## src/rtl/comm_word_buffer_if.sv

```systemverilog
// Byte-stream and word-port signals between comm_word_buffer and its PHY/interpreter.
// slave is the buffer's view; master is the surrounding environment's view.
interface comm_word_buffer_if;
  logic [7:0]  rx_byte;
  logic        rx_byte_valid;
  logic [7:0]  tx_byte;
  logic        tx_byte_valid;
  logic        tx_byte_ready;
  logic        read;
  logic        read_response;
  logic [31:0] read_data;
  logic        write;
  logic [31:0] write_data;
  logic        write_response;
  logic        rx_empty;
  logic        tx_empty;
  logic        rx_overflow;

  modport slave (
    input  rx_byte, rx_byte_valid, tx_byte_ready, read, write, write_data,
    output tx_byte, tx_byte_valid, read_response, read_data, write_response,
           rx_empty, tx_empty, rx_overflow
  );

  modport master (
    output rx_byte, rx_byte_valid, tx_byte_ready, read, write, write_data,
    input  tx_byte, tx_byte_valid, read_response, read_data, write_response,
           rx_empty, tx_empty, rx_overflow
  );
endinterface

```

## src/rtl/comm_word_buffer.sv

```systemverilog
// Byte-to-word adapter: packs PHY bytes into an RX word FIFO and serializes
// interpreter words from a TX FIFO back out as a valid/ready byte stream.
module comm_word_buffer #(
  parameter int unsigned WORD_SIZE_BY      = 4,
  parameter int unsigned BUFFER_SIZE       = 8,
  parameter int unsigned RX_TIMEOUT_CYCLES = 0
) (
  input logic               clk,
  input logic               reset,
  comm_word_buffer_if.slave bus
);
  localparam int unsigned AW  = $clog2(BUFFER_SIZE);
  localparam int unsigned MSB = 8 * WORD_SIZE_BY - 1;
  localparam logic [31:0] WORD_MASK = (WORD_SIZE_BY >= 4) ? 32'hFFFF_FFFF
                                    : ((32'd1 << (8 * WORD_SIZE_BY)) - 32'd1);
  localparam logic [2:0]  LAST_BYTE = 3'(WORD_SIZE_BY - 1);

  typedef enum logic {S_IDLE = 1'b0, S_SEND = 1'b1} tx_state_t;

  // RX side
  logic [23:0] r_pack;
  logic [2:0]  r_byte_cnt;
  logic [31:0] r_idle_cnt;
  logic [31:0] r_rx_mem [BUFFER_SIZE];
  logic [AW:0] r_rx_wr, r_rx_rd;
  logic        r_read_response, r_rx_overflow;
  logic [31:0] r_read_data;

  logic [31:0] w_pack_next;
  logic        w_rx_word, w_rx_empty, w_rx_full, w_rx_pop, w_rx_push;

  assign w_pack_next = {r_pack, bus.rx_byte};
  assign w_rx_word   = bus.rx_byte_valid && (r_byte_cnt == LAST_BYTE);
  assign w_rx_empty  = (r_rx_wr == r_rx_rd);
  assign w_rx_full   = (r_rx_wr[AW] != r_rx_rd[AW]) && (r_rx_wr[AW-1:0] == r_rx_rd[AW-1:0]);
  assign w_rx_pop    = bus.read && !r_read_response && !w_rx_empty;
  // A same-cycle pop frees the slot, so a full FIFO can still take the word.
  assign w_rx_push   = w_rx_word && (!w_rx_full || w_rx_pop);

  always_ff @(posedge clk) begin
    if (w_rx_push) r_rx_mem[r_rx_wr[AW-1:0]] <= w_pack_next & WORD_MASK;
  end

  always_ff @(posedge clk) begin
    if (reset) begin
      r_pack          <= '0;
      r_byte_cnt      <= '0;
      r_idle_cnt      <= '0;
      r_rx_wr         <= '0;
      r_rx_rd         <= '0;
      r_read_response <= 1'b0;
      r_read_data     <= '0;
      r_rx_overflow   <= 1'b0;
    end else begin
      r_read_response <= w_rx_pop;
      if (w_rx_pop) begin
        r_read_data <= r_rx_mem[r_rx_rd[AW-1:0]];
        r_rx_rd     <= r_rx_rd + (AW+1)'(1);
      end
      if (w_rx_push) r_rx_wr <= r_rx_wr + (AW+1)'(1);
      if (w_rx_word && !w_rx_push) r_rx_overflow <= 1'b1;

      if (bus.rx_byte_valid) begin
        r_pack     <= w_pack_next[23:0];
        r_byte_cnt <= w_rx_word ? 3'd0 : r_byte_cnt + 3'd1;
        r_idle_cnt <= '0;
      end else if (RX_TIMEOUT_CYCLES != 0 && r_byte_cnt != 3'd0) begin
        if (r_idle_cnt == 32'(RX_TIMEOUT_CYCLES - 1)) begin
          r_pack     <= '0;
          r_byte_cnt <= '0;
          r_idle_cnt <= '0;
        end else begin
          r_idle_cnt <= r_idle_cnt + 32'd1;
        end
      end else begin
        r_idle_cnt <= '0;
      end
    end
  end

  // TX side
  logic [31:0] r_tx_mem [BUFFER_SIZE];
  logic [AW:0] r_tx_wr, r_tx_rd;
  logic        r_write_response, r_tx_byte_valid;
  logic [31:0] r_shift;
  logic [2:0]  r_left;
  tx_state_t   r_state;

  logic        w_tx_fifo_empty, w_tx_full, w_tx_push, w_tx_hs;
  logic [31:0] w_tx_head;

  assign w_tx_fifo_empty = (r_tx_wr == r_tx_rd);
  assign w_tx_full       = (r_tx_wr[AW] != r_tx_rd[AW]) && (r_tx_wr[AW-1:0] == r_tx_rd[AW-1:0]);
  assign w_tx_push       = bus.write && !r_write_response && !w_tx_full;
  assign w_tx_hs         = r_tx_byte_valid && bus.tx_byte_ready;
  assign w_tx_head       = r_tx_mem[r_tx_rd[AW-1:0]];

  always_ff @(posedge clk) begin
    if (w_tx_push) r_tx_mem[r_tx_wr[AW-1:0]] <= bus.write_data & WORD_MASK;
  end

  always_ff @(posedge clk) begin
    if (reset) begin
      r_tx_wr          <= '0;
      r_tx_rd          <= '0;
      r_write_response <= 1'b0;
      r_tx_byte_valid  <= 1'b0;
      r_shift          <= '0;
      r_left           <= '0;
      r_state          <= S_IDLE;
    end else begin
      r_write_response <= w_tx_push;
      if (w_tx_push) r_tx_wr <= r_tx_wr + (AW+1)'(1);
      case (r_state)
        S_IDLE: begin
          if (!w_tx_fifo_empty) begin
            r_shift         <= w_tx_head;
            r_left          <= 3'(WORD_SIZE_BY);
            r_tx_byte_valid <= 1'b1;
            r_tx_rd         <= r_tx_rd + (AW+1)'(1);
            r_state         <= S_SEND;
          end
        end
        S_SEND: begin
          if (w_tx_hs) begin
            r_shift <= r_shift << 8;
            r_left  <= r_left - 3'd1;
            if (r_left == 3'd1) begin
              r_tx_byte_valid <= 1'b0;
              r_state         <= S_IDLE;
            end
          end
        end
        default: r_state <= S_IDLE;
      endcase
    end
  end

  // tx_byte is a plain slice of the shift register, so it is registered and holds under back-pressure.
  assign bus.tx_byte        = r_shift[MSB -: 8];
  assign bus.tx_byte_valid  = r_tx_byte_valid;
  assign bus.read_response  = r_read_response;
  assign bus.read_data      = r_read_data;
  assign bus.write_response = r_write_response;
  assign bus.rx_empty       = w_rx_empty;
  assign bus.tx_empty       = w_tx_fifo_empty && (r_state == S_IDLE);
  assign bus.rx_overflow    = r_rx_overflow;
endmodule
```

## src/flat_wrapper.sv

```systemverilog
// flat-port wrapper written by rule: the top's interface ports become plain ports
module comm_word_buffer_flat 
#(
  parameter int unsigned WORD_SIZE_BY      = 4,
  parameter int unsigned BUFFER_SIZE       = 8,
  parameter int unsigned RX_TIMEOUT_CYCLES = 0
)
  (clk, reset, bus_rx_byte, bus_rx_byte_valid, bus_tx_byte_ready, bus_read, bus_write, bus_write_data, bus_tx_byte, bus_tx_byte_valid, bus_read_response, bus_read_data, bus_write_response, bus_rx_empty, bus_tx_empty, bus_rx_overflow);
  comm_word_buffer_if bus_i ();
  input logic clk;
  input logic reset;
  input wire logic [$bits(bus_i.rx_byte)-1:0] bus_rx_byte;
  input wire logic [$bits(bus_i.rx_byte_valid)-1:0] bus_rx_byte_valid;
  input wire logic [$bits(bus_i.tx_byte_ready)-1:0] bus_tx_byte_ready;
  input wire logic [$bits(bus_i.read)-1:0] bus_read;
  input wire logic [$bits(bus_i.write)-1:0] bus_write;
  input wire logic [$bits(bus_i.write_data)-1:0] bus_write_data;
  output wire logic [$bits(bus_i.tx_byte)-1:0] bus_tx_byte;
  output wire logic [$bits(bus_i.tx_byte_valid)-1:0] bus_tx_byte_valid;
  output wire logic [$bits(bus_i.read_response)-1:0] bus_read_response;
  output wire logic [$bits(bus_i.read_data)-1:0] bus_read_data;
  output wire logic [$bits(bus_i.write_response)-1:0] bus_write_response;
  output wire logic [$bits(bus_i.rx_empty)-1:0] bus_rx_empty;
  output wire logic [$bits(bus_i.tx_empty)-1:0] bus_tx_empty;
  output wire logic [$bits(bus_i.rx_overflow)-1:0] bus_rx_overflow;
  assign bus_i.rx_byte = bus_rx_byte;
  assign bus_i.rx_byte_valid = bus_rx_byte_valid;
  assign bus_i.tx_byte_ready = bus_tx_byte_ready;
  assign bus_i.read = bus_read;
  assign bus_i.write = bus_write;
  assign bus_i.write_data = bus_write_data;
  assign bus_tx_byte = bus_i.tx_byte;
  assign bus_tx_byte_valid = bus_i.tx_byte_valid;
  assign bus_read_response = bus_i.read_response;
  assign bus_read_data = bus_i.read_data;
  assign bus_write_response = bus_i.write_response;
  assign bus_rx_empty = bus_i.rx_empty;
  assign bus_tx_empty = bus_i.tx_empty;
  assign bus_rx_overflow = bus_i.rx_overflow;
  comm_word_buffer #(.WORD_SIZE_BY(WORD_SIZE_BY), .BUFFER_SIZE(BUFFER_SIZE), .RX_TIMEOUT_CYCLES(RX_TIMEOUT_CYCLES)) u_core (.clk(clk), .reset(reset), .bus(bus_i));
endmodule
```

## config.mk

```make
export PLATFORM = sky130hd
export DESIGN_NAME = comm_word_buffer_flat
export DESIGN_NICKNAME = d
export VERILOG_FILES = /design/src/rtl/comm_word_buffer_if.sv /design/src/rtl/comm_word_buffer.sv /design/src/flat_wrapper.sv
export SDC_FILE = /design/constraint.sdc
export NUM_CORES = 1
export LEC_CHECK = 0
export ABC_AREA = 1
export BUFFER_PORTS_ARGS = -buffer_cell sky130_fd_sc_hd__buf_2
export CAP_MARGIN = 10
export CORE_MARGIN = 2
export CORE_UTILIZATION = 55
export DETAILED_ROUTE_END_ITERATION = 16
export GPL_TIMING_DRIVEN = 1
export PLACE_DENSITY_LB_ADDON = 0.08
export SETUP_SLACK_MARGIN = 0.2
export SLEW_MARGIN = 30
export SYNTH_ARGS = -nofsm -noshare
export SYNTH_HDL_FRONTEND = slang
export SYNTH_SLANG_ARGS = --single-unit
export TNS_END_PERCENT = 20
```

## constraint.sdc

```tcl
create_clock -name clk -period 7.35 [get_ports clk]
set_input_delay 1.1025 -clock clk [delete_from_list [all_inputs] [get_ports clk]]
set_output_delay 1.1025 -clock clk [all_outputs]
set_load 0.01 [all_outputs]
```

Word level (Yosys, flattened, before mapping)

Memories as Yosys holds them, arrays and structs flattened. A register that Yosys moved wholly into a read port is not among the register bits.
Index checks and enable logic that the tools add are counted.
Widths: inputs -> output; s select.

Bits in writable memories: 512
Register bits after elaboration: 83
Latch bits: 0
Memories kept: 2
Logic and storage cells: 76
Input port bits: 46
Bits in read-only memories: 0

Memory list:

| name            | words | bits a word | read ports | clocked after memory_dff | wr ports | RTL line               | RTL |
|---|---|---|---|---|---|---|---|
| u_core.r_rx_mem | 8     | 32          | 1          | 1                        | 1        | comm_word_buffer.sv:24 | `logic [31:0] r_rx_mem [BUFFER_SIZE];` |
| u_core.r_tx_mem | 8     | 32          | 1          | 1                        | 1        | comm_word_buffer.sv:82 | `logic [31:0] r_tx_mem [BUFFER_SIZE];` |

Mux-type cells: 21
Reduce and logical (&&, ||, !) cells: 21
Multiply operators: 0
Eq/ne operators: 11
Add/subtract/negate cells: 6
Bitwise logic cells: 2
Magnitude comparators: 0
Shifts and indexed selects: 0
Divide/modulo/power cells: 0

Operators with widths:

| kind                | number |
|---|---|
| $mux 32             | 2 |
| $pmux 32 s2         | 1 |
| $add 4x1->4 const B | 4 |
| $mux 3              | 5 |
| $logic_and 1x1->1   | 11 |
| $mux 1              | 10 |
| $eq 4x4->1          | 2 |
| $eq 3x3->1          | 2 |
| $logic_not 1->1     | 6 |
| $ne 2x2->1 const B  | 3 |
| $pmux 3 s2          | 1 |
| $pmux 1 s2          | 2 |
| $reduce_and 2->1    | 2 |
| $add 3x1->3 const B | 1 |
| $eq 3x1->1 const B  | 1 |
| $eq 3x2->1 const B  | 1 |
| $reduce_and 3->1    | 1 |
| $sub 3x1->3 const B | 1 |
| $ne 1x1->1          | 2 |
| $not 1->1           | 2 |
| $logic_or 1x1->1    | 1 |

Logic depth before layout (Yosys ltp)

Depth after elaboration: 7
Mapped depth: 12
Depth with buffers taken out: 10

Least setup slack after synthesis

No wires, ideal clock.

Path kind: input port to flip-flop
Start point: in bus_read
End point: mem u_core.r_rx_mem[5][0], enable pin
Arrival time: 4.046 ns
Setup slack: 2.842 ns
Required time: 6.889 ns
Cell stages on the path: 6
Path through: inv_1 -> nor2_1 -> nor2_1 -> nand3_2 -> nand2_1 -> nor3_1

Cells in the longest elaborated chain, start to end: 6

Ends and longest elaborated chain:

| element                         | RTL line               | RTL |
|---|---|---|
| start: declaration              | flat_wrapper.sv:15     | `input wire logic [$bits(bus_i.read)-1:0] bus_read;` |
| $logic_and 1x1->1 (2 in series) | comm_word_buffer.sv:36 | `assign w_rx_pop = bus.read && !r_read_response && !w_rx_empty;` |
| $logic_or 1x1->1                | comm_word_buffer.sv:38 | `assign w_rx_push = w_rx_word && (!w_rx_full \|\| w_rx_pop);` |
| $logic_and 1x1->1               | comm_word_buffer.sv:38 |  |
| $mux 1                          | comm_word_buffer.sv:41 | `if (w_rx_push) r_rx_mem[r_rx_wr[AW-1:0]] <= w_pack_next & WORD_MASK;` |
| $mux 1 (not written as such)    | comm_word_buffer.sv:41 |  |
| end: declaration                | comm_word_buffer.sv:24 |  |

No other way between the ends.

Final worst setup path

Start point: reg u_core.r_rx_rd[1]
End point: out bus_rx_empty

Cells in the longest elaborated chain, start to end: 1

Ends and longest elaborated chain:

| element                  | RTL line               | RTL |
|---|---|---|
| start: declaration       | comm_word_buffer.sv:25 | `logic [AW:0] r_rx_wr, r_rx_rd;` |
| start signal: assignment | comm_word_buffer.sv:58 | `r_rx_rd <= r_rx_rd + (AW+1)'(1);` |
| $eq 4x4->1               | comm_word_buffer.sv:34 | `assign w_rx_empty = (r_rx_wr == r_rx_rd);` |
| end: declaration         | flat_wrapper.sv:23     | `output wire logic [$bits(bus_i.rx_empty)-1:0] bus_rx_empty;` |

No other way between the ends.

==> run summary <==
The run finished with clean final reports. The tools report the fmax as 276.0 MHz. The post-detailed-route count of antenna-violating nets is 0, and the number of setup buffers added after CTS is 0. The first global-routing pass estimated 90410 um of wire. The I/O pin total is 92. The worst setup path is of the register to output pin kind. The share of the clock period used by the worst path was 0.4930. The number of DRC markers after the initial detailed-route iteration was 1343. The number of pins exceeding their max-slew limit in the final report was 0.

TritonCTS built the clock tree. The fraction of layout instances using a drive strength above 1 is 0.1099, and the average wire per standard cell is 18.01 um. For the net count after synthesis, the log shows 2552.

The detail-routed via count per cell is 5.330, and the leakage power summed over all cells is 0.01131 uW. STA puts the critical path data required time at 6.25 ns. The die boundary height came out at 220.4 um. The post-synthesis sequential element count was 630.

The CTS root buffer was sky130_fd_sc_hd__clkbuf_16. The routed layout has 17110 vias. After synthesis, the mean cell area works out to 10.30 um2.

The number of global-route vias before repair is 16568, and the power density relative to cell area is 313.4 nW/um2. The logs give 4 for the initial antenna violation count and 25750 um2 for the post-synthesis instance area. For the post-detailed-routing wire length, the log shows 57810 um. STA classifies the critical path endpoint as an output pin. The remaining global-route overflow is 0, and the die width is 220.4 um. Clock-pin slew was measured on the worst setup and hold paths at 0.06 ns. Path class of the lowest-slack min-delay path: register to register. The final HPWL from detailed placement came out at 31940 um. For the relative slew slack, the log shows 0.3495. The net count of the finished layout is 2601.

Setup repair after global routing left no endpoint under its margin. The starting density of the core was 0.5554; the number of levels the H-tree was split into was 3. On the final layout, the worst hold slack is 0.4467 ns.

The cell that appears most often on the critical path is sky130_fd_sc_hd__nand2_1. The minimum clock period after layout was 3.623 ns; the fraction of the yosys area taken by sequential cells was 0.6889. The fraction of synthesized cell area taken by the top area cell type was 0.5971. The transition time at the pin with the least slew margin is 0.9757 ns. The run gives 33 as the number of distinct standard cells referenced by the synthesized netlist.

During synthesis, Yosys emitted a total of 0 warnings. The tools report the full die area as 48560 um2. The run gives 4.31 ns as the setup slack of the worst register-to-register path. After detailed routing, the number of remaining DRC violations is 0.

The max-capacitance violation count is 0. The tools report the data arrival time of the critical path as 2.52 ns. The largest area contributor in the synthesized netlist is sky130_fd_sc_hd__edfxtp_1.

The clock tree skew after final layout is 0.02242 ns. The total power consumption of the routed design was 9073 uW. The library cells used most frequently in the layout, excluding fill and tap cells, are sky130_fd_sc_hd__nand2_1, sky130_fd_sc_hd__edfxtp_1, sky130_fd_sc_hd__nor2_1, sky130_fd_sc_hd__nand3_1, sky130_fd_sc_hd__o21ai_0. The floorplan row count came out at 79. The worst setup path is launched from a register. The largest stage delay on the critical path was 0.66 ns; the number of sinks on the clock net was 630. The run gives 0.7754 as the final weighted congestion in routability-driven placement. The longest clock path from root to sink contains 3 buffers. Traced cell by cell, the critical path runs through clkinv_2 -> nand2_1 -> nand2_1 -> nor2_4 -> nand3_4 -> inv_1 -> buf_2.

The first detailed-routing pass ran for 5 iterations. The setup TNS is 0 ns, and the worst-skew pair later-pin latency is 0.60 ns. The floorplan step defined a core boundary enclosing 46360 um2. Hold repair after CTS inserted 0 buffers. Buffers placed on the I/O ports in this run total 91. The pin count of the biggest net entering global routing was 98; the total global-route track usage was 0.2436.

Post-synthesis cell count: 2499. Yosys attributes the largest share of cell area to sky130_fd_sc_hd__edfxtp_1, sky130_fd_sc_hd__nand2_1, sky130_fd_sc_hd__dfxtp_1. The number of hold violations in the final report is 0.

Leaving out fill and tap cells, the most frequent cell in the layout is sky130_fd_sc_hd__nand2_1. Relative to the synthesized area, the layout overhead comes to 12.45%. The logs give 0 for the post-cts repair resize count and 0 for the total of endpoints with negative setup slack in the final report. Of all nets on the critical path, the largest fanout is 60. Critical path's slowest cell: sky130_fd_sc_hd__clkinv_2. For the largest vdd supply drop, the log shows 0.2326 mV. Counting the buffers created by CTS gives 66.
metal layers:
metal / wire length (um) / global-route usage / vias to the layer above / part of all wire
met5: 27 / 0 / - / 0.00047
met4: 1525 / 0.09150 / 4 / 0.026
met3: 2897 / 0.03670 / 114 / 0.050
met2: 29720 / 0.4389 / 431 / 0.51
met1: 23640 / 0.2958 / 8174 / 0.41
li1: - / - / 8387 / -
where the power goes:
group	leakage (uW)	internal (uW)	switching (uW)
Combinational	0.00459	454	1040
Sequential	0.00562	4020	143
Clock	0.00110	2060	1360
layout make-up:
cell class	count	area, um2
antenna	1	2.502
clock buffer	95	1904
clock inverter	27	344.1
fill	3715	17400
inverter	161	608.1
multi-input combinational	1560	6788
sequential	630	17750
tap	607	759.5
timing repair buffer	129	802.0
through the flow:
step,util,instances,setup WS (ns),instance area [um2]
after global routing,0.6246,3210,3.491,28950
after CTS,0.6244,3209,3.687,28940
after detailed placement,0.5759,3087,3.568,26700
final,0.6246,3210,3.727,28950
after floorplan,-,2499,2.842,25750
after global placement,0.5739,3083,3.610,26610
cells in the mapped netlist:
master	count
sky130_fd_sc_hd__nand3_2	1
sky130_fd_sc_hd__nor3_1	7
sky130_fd_sc_hd__xnor2_1	1
sky130_fd_sc_hd__nand3_1	204
sky130_fd_sc_hd__xnor2_2	1
sky130_fd_sc_hd__nor2_4	1
sky130_fd_sc_hd__dfxtp_1	118
sky130_fd_sc_hd__buf_2	66
sky130_fd_sc_hd__nand2_4	1
sky130_fd_sc_hd__nand3b_1	7
sky130_fd_sc_hd__buf_12	1
sky130_fd_sc_hd__clkbuf_2	1
sky130_fd_sc_hd__a211oi_1	1
sky130_fd_sc_hd__nand3_4	1
sky130_fd_sc_hd__nand2_2	2
sky130_fd_sc_hd__buf_6	1
sky130_fd_sc_hd__buf_4	17
sky130_fd_sc_hd__o31ai_1	1
sky130_fd_sc_hd__o21ai_1	19
sky130_fd_sc_hd__or2_2	5
sky130_fd_sc_hd__ha_1	7
sky130_fd_sc_hd__xor2_1	9
sky130_fd_sc_hd__nor2_1	365
sky130_fd_sc_hd__a21oi_1	36
sky130_fd_sc_hd__edfxtp_1	512
sky130_fd_sc_hd__o21ai_0	185
sky130_fd_sc_hd__inv_1	154
sky130_fd_sc_hd__clkbuf_1	47
sky130_fd_sc_hd__or2_0	2
sky130_fd_sc_hd__inv_2	7
sky130_fd_sc_hd__buf_1	15
sky130_fd_sc_hd__nor2_2	18
sky130_fd_sc_hd__nand2_1	686
critical path, delay by kind of cell, from the launching register on:
family	cells	cell delay, ns
buf+inv	3	0.87
flops	1	0.42
simple gates	4	0.63
cells by family after synthesis:
kind of cell	after synthesis	synth area share
compound gates	242	0.04723
xor+xnor	11	0.004034
fa+ha+maj	7	0.003401
buf+inv	309	0.05170
flops	630	0.6889
simple gates	1300	0.2048
final timing paths:
path / startpoint / to / cells past startpoint
hold reg to reg: u_core.r_byte_cnt[2] / u_core.r_byte_cnt[2] / 2
setup / recovery: u_core.r_rx_rd[1] / bus_rx_empty / 7
setup reg to reg: u_core.r_rx_rd[1] / u_core.r_rx_mem[3][4] / 8
hold / removal: u_core.r_byte_cnt[2] / u_core.r_byte_cnt[2] / 2
state kept, by name, summed over array words and instances (netlist names), 4 cells and up, named ones only:
register,count
u_core.r_tx_wr,4
u_core.r_tx_rd,4
u_core.r_pack,24
u_core.r_rx_wr,4
u_core.bus.read_data,32
u_core.r_rx_rd,4
u_core.r_rx_mem,256
u_core.r_tx_mem,256
u_core.r_shift,32
Note: power is estimated with default switching activity, not from simulation.
